`config.mk`:
```
export PLATFORM = sky130hd
export DESIGN_NAME = stage_ex
export DESIGN_NICKNAME = d
export VERILOG_FILES = /design/src/rtl/stage_ex_pkg.sv /design/src/rtl/stage_ex_mul_iter.sv /design/src/rtl/stage_ex.sv
export SDC_FILE = /design/constraint.sdc
export NUM_CORES = 1
export LEC_CHECK = 0
export BUFFER_PORTS_ARGS = -buffer_cell sky130_fd_sc_hd__buf_2
export CAP_MARGIN = 20
export CORE_MARGIN = 2
export CORE_UTILIZATION = 41
export CTS_CLUSTER_DIAMETER = 150
export CTS_CLUSTER_SIZE = 25
export DETAILED_ROUTE_END_ITERATION = 12
export PLACE_DENSITY_LB_ADDON = 0.2
export SLEW_MARGIN = 20
export SYNTH_ARGS = -nofsm -noshare
export SYNTH_HDL_FRONTEND = slang
export SYNTH_SLANG_ARGS = --single-unit
```
`constraint.sdc`:
```
create_clock -name clk -period 14.6 [get_ports clk]
set_clock_uncertainty 0.15 [all_clocks]
set_input_delay 0.73 -clock clk [delete_from_list [all_inputs] [get_ports clk]]
set_output_delay 0.73 -clock clk [all_outputs]
set_load 0.01 [all_outputs]
```
`src/rtl/stage_ex_pkg.sv`:
```
// Shared definitions for the execute stage: ALU op codes and multiplier FSM states.
package ex_pkg;

    localparam logic [3:0] ALU_ADD   = 4'd0;
    localparam logic [3:0] ALU_SUB   = 4'd1;
    localparam logic [3:0] ALU_AND   = 4'd2;
    localparam logic [3:0] ALU_OR    = 4'd3;
    localparam logic [3:0] ALU_XOR   = 4'd4;
    localparam logic [3:0] ALU_SLL   = 4'd5;
    localparam logic [3:0] ALU_SRL   = 4'd6;
    localparam logic [3:0] ALU_SRA   = 4'd7;
    localparam logic [3:0] ALU_SLT   = 4'd8;
    localparam logic [3:0] ALU_SLTU  = 4'd9;
    localparam logic [3:0] ALU_MUL   = 4'd10;
    localparam logic [3:0] ALU_PASSB = 4'd11;

    typedef enum logic [1:0] {
        IDLE = 2'd0,
        MUL  = 2'd1,
        DONE = 2'd2
    } mul_state_t;

endpackage

```
`src/rtl/stage_ex_mul_iter.sv`:
```
// Iterative shift-add multiplier: one multiplier bit per enabled cycle, low DATA_WIDTH bits kept.
module ex_mul_iter import ex_pkg::*; #(
    parameter int unsigned DATA_WIDTH = 32
) (
    input  logic                  clk,
    input  logic                  reset,
    input  logic                  enable,
    input  logic                  start,
    input  logic [DATA_WIDTH-1:0] a,
    input  logic [DATA_WIDTH-1:0] b,
    output logic                  busy,
    output logic                  done,
    output logic [DATA_WIDTH-1:0] product
);

    localparam int unsigned CW = $clog2(DATA_WIDTH);

    mul_state_t            state, state_nxt;
    logic [CW-1:0]         cnt;
    logic [DATA_WIDTH-1:0] a_q, b_q, acc;

    always_comb begin
        state_nxt = state;
        case (state)
            IDLE:    if (start) state_nxt = MUL;
            MUL:     if (cnt == CW'(DATA_WIDTH - 1)) state_nxt = DONE;
            DONE:    state_nxt = IDLE;
            default: state_nxt = IDLE;
        endcase
    end

    always_ff @(posedge clk or posedge reset) begin
        if (reset) begin
            state <= IDLE;
            cnt   <= '0;
            a_q   <= '0;
            b_q   <= '0;
            acc   <= '0;
        end else if (enable) begin
            state <= state_nxt;
            case (state)
                IDLE: if (start) begin
                    a_q <= a;
                    b_q <= b;
                    acc <= '0;
                    cnt <= '0;
                end
                MUL: begin
                    if (b_q[0]) acc <= acc + a_q;
                    a_q <= a_q << 1;
                    b_q <= b_q >> 1;
                    cnt <= cnt + 1'b1;
                end
                default: ;
            endcase
        end
    end

    assign busy    = (state == MUL);
    assign done    = (state == DONE);
    assign product = acc;

endmodule

```
`src/rtl/stage_ex.sv`:
```
// Execute stage: ALU, branch resolve, iterative MUL with upstream stall, EX/MEM register.
// Optional operand forwarding (EX/MEM > WB > ID/EX) enabled by defining STAGE_EX_FWD_EN.
module stage_ex import ex_pkg::*; #(
    parameter int unsigned DATA_WIDTH      = 32,
    parameter int unsigned REG_ADDR_WIDTH  = 4,
    parameter int unsigned IMEM_ADDR_WIDTH = 9
) (
    input  logic                       clk,
    input  logic                       reset,
    input  logic                       enable,
    input  logic [DATA_WIDTH-1:0]      r1_data_in,
    input  logic [DATA_WIDTH-1:0]      r2_data_in,
    input  logic [DATA_WIDTH-1:0]      imm32_in,
    input  logic                       use_imm_in,
    input  logic [REG_ADDR_WIDTH-1:0]  rs1_addr_in,
    input  logic [REG_ADDR_WIDTH-1:0]  rs2_addr_in,
    input  logic [REG_ADDR_WIDTH-1:0]  rd_addr_in,
    input  logic [3:0]                 alu_ctrl_in,
    input  logic                       reg_wen_in,
    input  logic                       mem_wen_in,
    input  logic                       is_mem_inst_in,
    input  logic                       is_load_in,
    input  logic                       is_branch_in,
    input  logic                       is_jump_in,
    input  logic [IMEM_ADDR_WIDTH-1:0] branch_target_in,
    input  logic                       wb_wen_in,
    input  logic [REG_ADDR_WIDTH-1:0]  wb_addr_in,
    input  logic [DATA_WIDTH-1:0]      wb_data_in,
    output logic [DATA_WIDTH-1:0]      alu_result_out,
    output logic [DATA_WIDTH-1:0]      store_data_out,
    output logic [REG_ADDR_WIDTH-1:0]  rd_addr_out,
    output logic                       reg_wen_out,
    output logic                       mem_wen_out,
    output logic                       is_mem_inst_out,
    output logic                       is_load_out,
    output logic                       redirect_out,
    output logic [IMEM_ADDR_WIDTH-1:0] redirect_pc_out,
    output logic                       stall_out
);

    logic [DATA_WIDTH-1:0] op_a, op_b_reg, op_bsel, alu_res, mul_product;
    logic [4:0]            shamt;
    logic                  op_valid, is_mul, mul_busy, mul_done, taken, ctrl_flow;
    logic                  unused_sig;

`ifdef STAGE_EX_FWD_EN
    always_comb begin
        op_a = r1_data_in;
        if (reg_wen_out && rd_addr_out == rs1_addr_in)   op_a = alu_result_out;
        else if (wb_wen_in && wb_addr_in == rs1_addr_in) op_a = wb_data_in;
        op_b_reg = r2_data_in;
        if (reg_wen_out && rd_addr_out == rs2_addr_in)   op_b_reg = alu_result_out;
        else if (wb_wen_in && wb_addr_in == rs2_addr_in) op_b_reg = wb_data_in;
    end
    assign unused_sig = mul_busy;
`else
    assign op_a       = r1_data_in;
    assign op_b_reg   = r2_data_in;
    assign unused_sig = ^{mul_busy, wb_wen_in, wb_addr_in, wb_data_in, rs1_addr_in, rs2_addr_in};
`endif

    assign op_bsel = use_imm_in ? imm32_in : op_b_reg;
    assign shamt   = op_bsel[4:0];
    assign is_mul  = (alu_ctrl_in == ALU_MUL);

    // Operands are captured post-forwarding on the IDLE->MUL edge and held internally.
    ex_mul_iter #(.DATA_WIDTH(DATA_WIDTH)) u_mul (
        .clk     (clk),
        .reset   (reset),
        .enable  (enable),
        .start   (is_mul),
        .a       (op_a),
        .b       (op_bsel),
        .busy    (mul_busy),
        .done    (mul_done),
        .product (mul_product)
    );

    assign stall_out = is_mul & ~mul_done;

    always_comb begin
        alu_res  = '0;
        op_valid = 1'b1;
        case (alu_ctrl_in)
            ALU_ADD:   alu_res = op_a + op_bsel;
            ALU_SUB:   alu_res = op_a - op_bsel;
            ALU_AND:   alu_res = op_a & op_bsel;
            ALU_OR:    alu_res = op_a | op_bsel;
            ALU_XOR:   alu_res = op_a ^ op_bsel;
            ALU_SLL:   alu_res = op_a << shamt;
            ALU_SRL:   alu_res = op_a >> shamt;
            ALU_SRA:   alu_res = $unsigned($signed(op_a) >>> shamt);
            ALU_SLT:   alu_res = {{(DATA_WIDTH-1){1'b0}}, $signed(op_a) < $signed(op_bsel)};
            ALU_SLTU:  alu_res = {{(DATA_WIDTH-1){1'b0}}, op_a < op_bsel};
            ALU_MUL:   alu_res = mul_product;
            ALU_PASSB: alu_res = op_bsel;
            default:   op_valid = 1'b0;
        endcase
    end

    assign taken           = is_branch_in & (op_a == op_bsel);
    assign ctrl_flow       = is_branch_in | is_jump_in;
    assign redirect_out    = enable & (taken | is_jump_in);
    assign redirect_pc_out = redirect_out ? branch_target_in : '0;

    always_ff @(posedge clk or posedge reset) begin
        if (reset) begin
            alu_result_out  <= '0;
            store_data_out  <= '0;
            rd_addr_out     <= '0;
            reg_wen_out     <= 1'b0;
            mem_wen_out     <= 1'b0;
            is_mem_inst_out <= 1'b0;
            is_load_out     <= 1'b0;
        end else if (enable) begin
            if (stall_out) begin
                alu_result_out  <= '0;
                store_data_out  <= '0;
                rd_addr_out     <= '0;
                reg_wen_out     <= 1'b0;
                mem_wen_out     <= 1'b0;
                is_mem_inst_out <= 1'b0;
                is_load_out     <= 1'b0;
            end else begin
                alu_result_out  <= alu_res;
                store_data_out  <= op_b_reg;
                rd_addr_out     <= rd_addr_in;
                reg_wen_out     <= reg_wen_in & op_valid & ~ctrl_flow;
                mem_wen_out     <= mem_wen_in & ~ctrl_flow;
                is_mem_inst_out <= is_mem_inst_in;
                is_load_out     <= is_load_in;
            end
        end
    end

endmodule
```
* Word level (Yosys, flattened, before mapping)
Index checks and enable logic that the tools add are counted.
** Operators by class
- Add/sub/neg operators :: 4
- $lt $le $gt $ge :: 2
- Equal/unequal tests :: 18
- Shift operators :: 3
- Muxes and demuxes :: 23
- Bitwise gates (word level) :: 13
- Reduce and logical (&&, ||, !) cells :: 7
** Operator list (number)
- 32-bit case mux with 12 select lines :: 1
- 32-bit two-way mux :: 7
- 32-bit case mux with 2 select lines :: 3
- 32-bit adder :: 2
- 32-bit < comparator :: 2
- 32-bit bitwise AND :: 1
- 32-bit == test :: 1
- 32-bit bitwise OR :: 1
- 32-bit by 5-bit left shift with 32-bit output :: 1
- 32-bit by 5-bit >> shifter with 32-bit output :: 1
- 32-bit by 5-bit >>> shifter with 32-bit output :: 1
- 32-bit subtractor :: 1
- 32-bit bitwise XOR :: 1
- 4-bit by 3-bit == test with 1-bit output (second input constant) :: 4
- 4-bit == test (second input constant) :: 4
- 12-bit OR reduction :: 1
- 5-bit case mux with 2 select lines :: 1
- 9-bit two-way mux :: 1
- 4-bit by 2-bit == test with 1-bit output (second input constant) :: 2
- 1-bit bitwise AND :: 6
- 3-bit AND reduction :: 2
- 5-bit by 1-bit adder with 5-bit output (second input constant) :: 1
- 5-bit == test (second input constant) :: 1
- 1-bit two-way mux :: 5
- 15 further kinds :: 19
** Word-level totals
- Flip-flop bits (word level) :: 175
- Input port bits :: 168
- Output and inout port bits :: 83
- Word-level logic and storage cells :: 82

* Longest topological paths before layout
- Depth after elaboration :: 6
- Depth in mapped cells :: 19
- Mapped depth without buffers :: 14

* By module
Synthesis repeated with hierarchy kept, for this count alone.
** Unflattened totals
- Cell total of the unflattened synthesis :: 2383
- Area, all modules :: 19249.7 um^2
** By module, submodules not included
- stage_ex :: instances 1, cells an instance 1765, area an instance 13351.6 um^2, sequential area each 1801.7 um^2
- ex_mul_iter :: instances 1, cells an instance 618, area an instance 5898.2 um^2, sequential area each 2577.5 um^2

* Worst setup path after synthesis
Ideal clock, no wire load.
- Kind :: input port to flip-flop
- Start point :: in use_imm_in
- End point :: reg alu_result_out[27]
- Setup time :: 126 ps
- Arrival time :: 5056 ps
- Data required time :: 14324 ps
- Slack :: 9268 ps
- Stages :: 17
- Path buffers :: 6
- Cells stage by stage :: buf_6 > buf_2 > mux2i_1 > buf_2 > buf_1 > buf_1 > clkbuf_1 > ha_1 > a21o_1 > a21o_1 > or4b_2 > and2_1 > a41oi_1 > o31a_1 > o21ai_0 > xnor2_1 > a221o_1
** On the way
- Longest elaborated chain between the ends :: 4
- Elaborated cells on any way between the ends :: 11
- Classes of those cells :: add/sub: 2; shift: 3; mux: 3; bitwise: 3
** RTL lines
- from (decl) :: line stage_ex.sv:14 : input logic use_imm_in,
- 32-bit two-way mux (*) :: line stage_ex.sv:62 : assign op_bsel = use_imm_in ? imm32_in : op_b_reg;
- 32-bit subtractor, or another cell as far along :: line stage_ex.sv:86 : ALU_SUB: alu_res = op_a - op_bsel;
- 32-bit case mux with 12 select lines (*) :: line stage_ex.sv:84 : case (alu_ctrl_in)
- 32-bit two-way mux (*) :: line stage_ex.sv:116 : if (stall_out) begin
- to (signal assigned) :: line stage_ex.sv:125 : alu_result_out <= alu_res;
- to (decl) :: line stage_ex.sv:29 : output logic [DATA_WIDTH-1:0] alu_result_out,
Mark *: on every way between the ends. The rest lies on a longest branch, timed or not.
A chain may end at the register's enable or synchronous reset.

* Worst setup path in the final report
- Start point :: in use_imm_in
- End point :: reg alu_result_out[22]
The elaborated chain is that of the path after synthesis.

==> impl_results.md <==
- RSZ-0062 raised after global routing: false
- Pwr dens: between 100 and 150 nW/um^2
- Total CTS buffers: 17
- Max transition margin: 29.6%
- Reg2reg start: u_mul.product[0]
- Area growth syn-to-layout: 12.0%
- Final number of max-transition violations: 0
- Synthesized cell area: between 15000 and 20000 sq um
- Setup TNS: 0 ns
- Outcome: complete, no violations
- Worst reg-to-reg path cell count: 10
- Crit end category: register
- Nets: 2745
- Peak Freq: 147 MHz
- Final HPWL DP: ~63000 um
- Crit path max fanout: 50
- Met1 Usage GRT: between 40% and 50%
- Reg clk slew, reported paths: 0.08 ns
- First DRT Iteration DRCs: roughly 3000
- CP required: 14.80 ns
- Unique masters post-synth: 83
- Tot GR Track Use: 35.4%
- CP Class: in -> reg
- Via Count: 20000
- Die area: 46900 sq um
- Avg Vias per Cell: about 6.6
- Tcrit/Tclk final: ~47%
- Starting Density: 41.7%
- Worst-skew pair later-pin latency: 0.50 ns
- Post-layout min period: just under 7 ns
- Post-synth EDFFs: 0
- GRT overflow: 0
- Placer Congestion: 1.02
- Mapped Cells: 2332
- Setup violators final: 0
- CTS tree: done
- M2 GR Usage: between 40% and 50%
- Filler Cell Count: 4491
- CP Data Arrival Time: 7.03 ns
- Slowest CP cell: a221oi_1
- Peak VDD IR: 142 uV
- Synth top area share: 23.6%
- Placed instance area: about 20000 sq um
- Hold buffer count at cts: 0
- Cells along the critical path: buf_4 > mux2i_4 > buf_4 > inv_4 > ha_1 > fa_1 > a21o_1 > a221oi_1 > o21ai_1 > a221oi_1 > a21oi_1 > o21ai_0 > mux2i_1 > nor4_1 > o2bb2ai_1
- Worst Setup SP: use_imm_in
- Busiest grt layer: met1
- Reg-to-reg slack, setup: 11.27 ns
- Commonest cells after routing, fill and taps aside: nand2_1 (241), a21oi_1 (217), nor2_1 (213)
- Vias in the first global route: 18800
- Async S/R FF share, synth: 100%
- Max-cap violations: 0
- Hold crit path type: in -> async
- Hold Violations, Final: 0
- Initial antenna violation count: 1
- FF+latch area: 4380 sq um
- Site Rows: 77
- DRC violation count after routing: 0
- Post-CTS Resized: 0
- Drt wl/cell: 27.6 um
- Setup repair bufs after CTS: 0
- PortBufs: 205
- Global-route wire length before repair: 124000 um
- Worst slew pin tran: 1.05 ns
- Clock Sink Count: 175
- Die height: ~220 um
- Post-synth top flop: dfrtp_1
- First drt pass iteration count: 9
- Pre-CTS setup slack: 7.18 ns
- Overall routed net length: 83900 um
- P_leak: 9.32 nW
- Core Region: 44400 sq um
- Syn_area_per_cell: 7.94 sq um
- Critical Path Max Stage Delay: around 0.73 ns
- Post-DRT Antenna Nets: 0
- Fin util: 46.7%
- Startpoint types: input pin
- Tot Pwr: 2.42 mW
- Synth area leaders: dfrtp_1 (24%), ha_1 (9.3%), a21oi_1 (5.9%)
- Met3 Track Usage GR: 8.70%
- Clock buffer depth: 2
- Yosys top cell by area: dfrtp_1
- Largest net degree at the start of global routing: 111
- Sequential-to-total area share from yosys stat: 23.6%
- Post-Layout Inst Area: 20700 sq um
- Commonest non-fill, non-tap cell in the layout: nand2_1
- H-tree levels: 4
- Setup ws final: 7.78 ns
- Yosys warns: 0
- Area of the multi-input gates: 13100 sq um
- Layout cells sized above 1: 15.8%
- Top-Level Pins: 251
- Clock root cell: clkbuf_16
- Die W: between 200 and 250 um
- Synth Net Count: 2640
- #FFs+latches synth: around 180
stage by stage:
| stage | instances | hold WS, ns |
|---|---|---|
| 2_1_floorplan | 2332 | 0.300 |
| 3_3_place_gp | 3010 | 0.312 |
| 3_5_place_dp | 3010 | 0.318 |
| 4_1_cts | 3041 | 0.260 |
| 5_1_grt | 3042 | 0.287 |
| 6_report | 3042 | 0.208 |
registers in the layout (all words and copies together), names as in the netlist, 2 cells and up:
name,count
alu_result_out,32
u_mul.state,2
u_mul.cnt,5
u_mul.product,32
u_mul.b_q,32
store_data_out,32
rd_addr_out,4
u_mul.a_q,32
report_power, final:
part	internal [mW]	switching (mW)	leakage (nW)
clock	0.262	0.237	0.295
combinational	0.447	0.757	6.77
sequential	0.608	0.114	2.26
total	1.32	1.11	9.32
per-layer routing:
layer	vias to the layer above	wire, um
li1	8889	-
met4	2	4520
met2	1229	34400
met1	9656	35700
met5	-	57
met3	201	9220
synth_stat cells (34+ instances only):
| cell type | n |
|---|---|
| a21oi_1 | 218 |
| clkbuf_1 | 126 |
| dfrtp_1 | 175 |
| ha_1 | 137 |
| inv_1 | 115 |
| mux2i_1 | 106 |
| mux4_2 | 46 |
| nand2_1 | 241 |
| nand3_1 | 51 |
| nor2_1 | 214 |
| nor3_1 | 55 |
| o211ai_1 | 34 |
| o21ai_0 | 173 |
| o2bb2ai_1 | 54 |
area by class of cell:
| cell class | count | area share [%] |
|---|---|---|
| multi-input cells | 1863 | 63.2 |
| flip-flops and latches | 175 | 21.1 |
| repair buffers | 262 | 7.02 |
| well taps | 592 | 3.57 |
| inverters | 118 | 2.18 |
| clock buffers | 18 | 2.12 |
| clock inverters | 13 | 0.809 |
| diodes | 1 | 0.0121 |
path summary, 6_finish.rpt:
check,to
setup / recovery,alu_result_out[22]
hold / removal,store_data_out[15]
setup reg to reg,u_mul.product[31]
hold reg to reg,u_mul.b_q[2]
max in group asynchronous,u_mul.b_q[26]
min in group clk,is_mem_inst_out
kinds of logic after synthesis:
family | after synthesis | share of synthesized area, %
muxes | 157 | 11.7
AOI/OAI and AO/OA | 838 | 30.4
and+or+nand+nor | 689 | 16.6
adders and majority gates | 140 | 9.58
DFF | 175 | 23.6
xor gates and xnor gates | 39 | 1.84
buffers and inverters | 294 | 6.27
critical path, delay by kind of cell:
kind	cells	cell delay (ns)
AND/OR/NAND/NOR	1	0.70
adder cells (fa/ha/maj)	2	0.87
multiplexers	2	0.46
buffers and inverters	3	1.57
AO/OA/AOI/OAI	7	2.63
No activity file was read; power rests on OpenSTA's default activity.
